File: config.mk
export PLATFORM = sky130hd
export DESIGN_NAME = coin_input_conditioner
export DESIGN_NICKNAME = d
export VERILOG_FILES = /design/src/rtl/coin_input_conditioner.sv
export SDC_FILE = /design/constraint.sdc
export NUM_CORES = 1
export LEC_CHECK = 0
export ABC_CLOCK_PERIOD_IN_PS = 2300
export BUFFER_PORTS_ARGS = -buffer_cell sky130_fd_sc_hd__buf_2
export CAP_MARGIN = 30
export CORE_MARGIN = 10
export CORE_UTILIZATION = 44
export DETAILED_ROUTE_END_ITERATION = 7
export HOLD_SLACK_MARGIN = 0.1
export PLACE_DENSITY_LB_ADDON = 0.25
export SLEW_MARGIN = 20
export SYNTH_ARGS = -nofsm -noshare
export SYNTH_HDL_FRONTEND = slang
export SYNTH_SLANG_ARGS = --single-unit
File: constraint.sdc
create_clock -name clock -period 2.3 [get_ports clock]
set_input_delay 0.23 -clock clock [delete_from_list [all_inputs] [get_ports clock]]
set_output_delay 0.23 -clock clock [all_outputs]
set_load 0.03 [all_outputs]
File: src/rtl/coin_input_conditioner.sv
// Coin button conditioner: synchronizes and debounces three raw coin buttons,
// turns each debounced press into a pending coin, and offers pending coins one
// at a time over a valid/ready handshake (in0=3 > in1=2 > in2=1 credits).
//
// Ports:
//   clock       sole clock, rising edge
//   reset       synchronous active-high reset
//   in2/in1/in0 raw asynchronous buttons (1, 2, 3 credits)
//   coin_ready  consumer accepts the offered coin
//   coin_valid  a coin is offered (any pending bit set)
//   coin_value  credit of offered coin, 0 when none
//   held        debounced levels {in2, in1, in0}
//   dropped     sticky: a press arrived while its coin was still pending
module coin_input_conditioner #(
    parameter int unsigned DB_COUNT = 500000,
    parameter int unsigned CNT_W    = 20
) (
    input  logic       clock,
    input  logic       reset,
    input  logic       in2,
    input  logic       in1,
    input  logic       in0,
    input  logic       coin_ready,
    output logic       coin_valid,
    output logic [1:0] coin_value,
    output logic [2:0] held,
    output logic       dropped
);

    localparam int unsigned NB = 3;
    localparam logic [CNT_W-1:0] DB_LAST = CNT_W'(DB_COUNT - 1);

    logic [NB-1:0]    raw;
    logic [NB-1:0]    sync1;
    logic [NB-1:0]    sync2;
    logic [NB-1:0]    stable;
    logic [NB-1:0]    stable_nxt;
    logic [NB-1:0]    pending;
    logic [NB-1:0]    pending_nxt;
    logic [NB-1:0]    rise;
    logic [NB-1:0]    accept;
    logic             dropped_nxt;
    logic [CNT_W-1:0] cnt     [NB];
    logic [CNT_W-1:0] cnt_nxt [NB];

    assign raw = {in2, in1, in0};

    // Debounce: count consecutive mismatch cycles, accept new level on the last one
    always_comb begin
        stable_nxt = stable;
        for (int i = 0; i < int'(NB); i++) begin
            cnt_nxt[i] = '0;
            if (sync2[i] != stable[i]) begin
                if (cnt[i] == DB_LAST) begin
                    stable_nxt[i] = sync2[i];
                end else begin
                    cnt_nxt[i] = cnt[i] + CNT_W'(1);
                end
            end
        end
    end

    // Fixed-priority acceptance of the offered coin
    always_comb begin
        accept = '0;
        if (coin_ready) begin
            if (pending[0])      accept = 3'b001;
            else if (pending[1]) accept = 3'b010;
            else if (pending[2]) accept = 3'b100;
        end
    end

    // A new press wins over a same-edge acceptance; a press onto a held pending bit is lost
    always_comb begin
        rise        = stable_nxt & ~stable;
        pending_nxt = (pending & ~accept) | rise;
        dropped_nxt = dropped | (|(rise & pending & ~accept));
    end

    // Offered coin value straight from the pending register
    always_comb begin
        coin_value = 2'd0;
        if (pending[0])      coin_value = 2'd3;
        else if (pending[1]) coin_value = 2'd2;
        else if (pending[2]) coin_value = 2'd1;
    end

    assign coin_valid = |pending;
    assign held       = stable;

    // State registers
    always_ff @(posedge clock) begin
        if (reset) begin
            sync1   <= '0;
            sync2   <= '0;
            stable  <= '0;
            pending <= '0;
            dropped <= 1'b0;
            for (int i = 0; i < int'(NB); i++) begin
                cnt[i] <= '0;
            end
        end else begin
            sync1   <= raw;
            sync2   <= sync1;
            stable  <= stable_nxt;
            pending <= pending_nxt;
            dropped <= dropped_nxt;
            for (int i = 0; i < int'(NB); i++) begin
                cnt[i] <= cnt_nxt[i];
            end
        end
    end

endmodule

==> flow_metrics.py <==
metrics = {
    "status": {
        "status": "complete, no violations",
    },
    "setup_path": {
        "startpoint_type": "flop",
        "crit_type": "reg2reg",
        "cp.required_ps": 2580,
        "path_max_fanout": 6,
        "critPathArrivalTime_ps": 2310,
        "endpoint_kind": "flop",
    },
    "detailed_routing": {
        "via_count": 2699,
        "post_drt_wl_per_cell_um": 12.7,
        "drt_iter0_drc": 82,
        "drc_errors": 0,
        "drtAntennaViolNets": 0,
        "drt-vias-per-instance": 5.31,
        "wl_mm": 6.47,
        "dr.pass1.iters": 4,
    },
    "cts": {
        "h-tree-depth": 3,
        "ctsRootBufferMaster": "clkbuf_8",
        "cts_tree": "built",
        "clk_pin_slew_ps": 70,
        "post_cts_resized": 0,
        "clock_path_buffers": 2,
        "clk_latency_ps": 340,
        "cts_sinks": 73,
        "tritoncts.num_buffers": 9,
    },
    "timing": {
        "maxSlewViolCount": 0,
        "fin_crit_ps": 2030,
        "post-route-period-util": 0.884,
        "hold_violations": 0,
        "fin_hold_ws_ps": 125,
        "worstMarginPinSlew_ps": 481,
        "maxSlewHeadroom": 0.671,
        "finalSetupViolations": 0,
        "fmax_mhz": 492,
        "fin_skew_ps": 5.25,
        "rsz0062_at_grt": "no",
        "setup_tns_ps": 0,
    },
    "final_layout": {
        "drive_above_1_share": 0.100,
        "n_antenna_cell": 0,
        "finalNetCount": 413,
        "final_common_cell": "dfxtp_1",
        "fin_util": 0.508,
        "synthToLayoutAreaGrowth_pct": 12.4,
        "layout_common_cells": "dfxtp_1 (73), nor2_1 (51), a21oi_1 (26), xnor2_1 (26), nand3_1 (21)",
    },
    "yosys": {
        "syn_area_mm2": 0.00326,
        "synth_top_area_cell": "dfxtp_1",
        "synthTopCellsByArea": "dfxtp_1 (45%), xnor2_1 (7.0%), nor2_1 (5.9%)",
        "yosysTopAreaCellShare": 0.448,
        "syn_inst": 381,
        "syn_area_per_cell_um2": 8.56,
        "yosysSeqAreaShare": 0.448,
        "syn-num-nets": 390,
        "yosys_warnings": 0,
        "synth.ff_latch_count": 73,
        "yosysUniqueCellTypes": 35,
    },
    "place": {
        "gp_congestion": 0.833,
        "post-dp-hpwl_mm": 4.67,
        "port_buffers": 12,
    },
    "power": {
        "p_comb_frac": 0.015,
        "p_int_mw": 1.73,
        "p_clk_frac": 0.405,
        "p_per_area_mw_per_mm2": 598,
        "power.switching_mw": 0.465,
        "swShare": 0.212,
        "p_seq_frac": 0.580,
        "peakVddDrop_v": 0.000280,
        "power_leakage_nw": 1.10,
    },
    "floorplanning": {
        "design.core.area_mm2": 0.00721,
        "die_w_um": 106,
        "initial_core_util": 0.452,
        "ioPinCount": 13,
        "rows": 31,
        "dieArea_mm2": 0.0113,
        "die_h_um": 106,
    },
    "global_route": {
        "grt-busiest-layer": "met2",
        "globalRouteMet3Util": 0.0405,
        "grt_max_degree": 21,
        "grt_use_total": 0.120,
        "grt.met1_usage": 0.150,
        "grt_pass1_vias": 2496,
        "grt_overflow": 0,
        "antenna_found_initial": 0,
        "grtUsageMet2": 0.181,
        "grt_pass1_wl_mm": 11.3,
    },
    "min_path": {
        "hold_class": "in2reg",
    },
    "run": {
        "max_cap_violations": 0,
    },
}
-- final timing paths --
| path | start | slack [ps] | endpoint | depth (start not counted) |
|---|---|---|---|---|
| setup / recovery | cnt[0][26] | 270 | dropped | 4 |
| hold / removal | in0 | 130 | sync1[0] | 2 |
| setup reg to reg | cnt[0][26] | 270 | dropped | 4 |
| hold reg to reg | sync1[0] | 440 | sync2[0] | 1 |
-- routing by layer --
layer | vias to the layer above | part of all wire
li1 | 1410 | -
met1 | 1249 | 0.50
met2 | 29 | 0.43
met3 | 11 | 0.047
met4 | 0 | 0.019
met5 | - | 0
-- registers in the layout, summed over array words and instances (netlist names) --
register and flops:
sync2 3, cnt 60, dropped 1, pending 3, held 3, sync1 3
-- logic make-up after synthesis --
logic type | share of synthesized area
AOI/OAI and AO/OA | 0.0966
xor gates and xnor gates | 0.102
adders and majority gates | 0.0115
buffers and inverters | 0.0330
DFF | 0.448
and+or+nand+nor | 0.309
-- power groups by stage --
stage	Sequential [mW]	Clock [mW]	Combinational, mW
after floorplan	1.30	0	0.0180
after global placement	1.30	0	0.0300
after detailed placement	1.30	0	0.0302
after CTS	1.27	0.919	0.0329
after global routing	1.27	0.965	0.0373
final	1.27	0.888	0.0326
-- repair_timing --
item / CTS / global route
hold buffers: 2 / 0
hold endpoints to repair: 2 / 0
setup buffers: 0 / 1
setup endpoints to repair: 0 / 1
-- area by class of cell --
type	count	area, um^2
clock inverters	3	15.0
multi-input cells	281	1690
inverters	14	52.6
well taps	99	124
clock buffers	13	159
repair buffers	25	163
fillers	725	3550
flip-flops and latches	73	1460
-- worst max-delay path: stages (launching register included) --
cell	delay, ps
dfxtp_1	360
or4b_1	560
or4_4	540
o41a_1	380
a21oi_1	130
-- synth_stat cells --
cell	instances
or4b_1	1
nand3_1	21
dfxtp_1	73
nor4_1	7
a32oi_1	1
clkbuf_1	8
ha_1	3
and4_1	4
nand2b_1	5
and3_1	4
nand4b_1	2
nor2_1	51
nor3b_1	1
a211o_1	1
a21oi_1	26
nand4_1	19
o21ai_0	17
nand3b_1	2
nand2_1	18
or3_1	15
a21bo_2	1
buf_2	5
xor2_1	12
or4_4	1
or4_1	10
nor2b_1	6
nor4b_1	6
a21o_1	1
inv_1	14
xnor2_1	26
a2111oi_0	1
o41a_1	1
nor3_1	10
o31ai_1	6
or4b_2	2
-- through the flow --
stage	setup WS (ps)	cell area [um^2]	power, mW	instances
2_1_floorplan	352	3260	1.32	381
3_3_place_gp	300	3470	1.33	489
3_5_place_dp	241	3470	1.33	489
4_1_cts	228	3660	2.23	507
5_1_grt	119	3670	2.28	508
6_report	268	3670	2.19	508
Note: power is estimated with default switching activity, not from simulation.
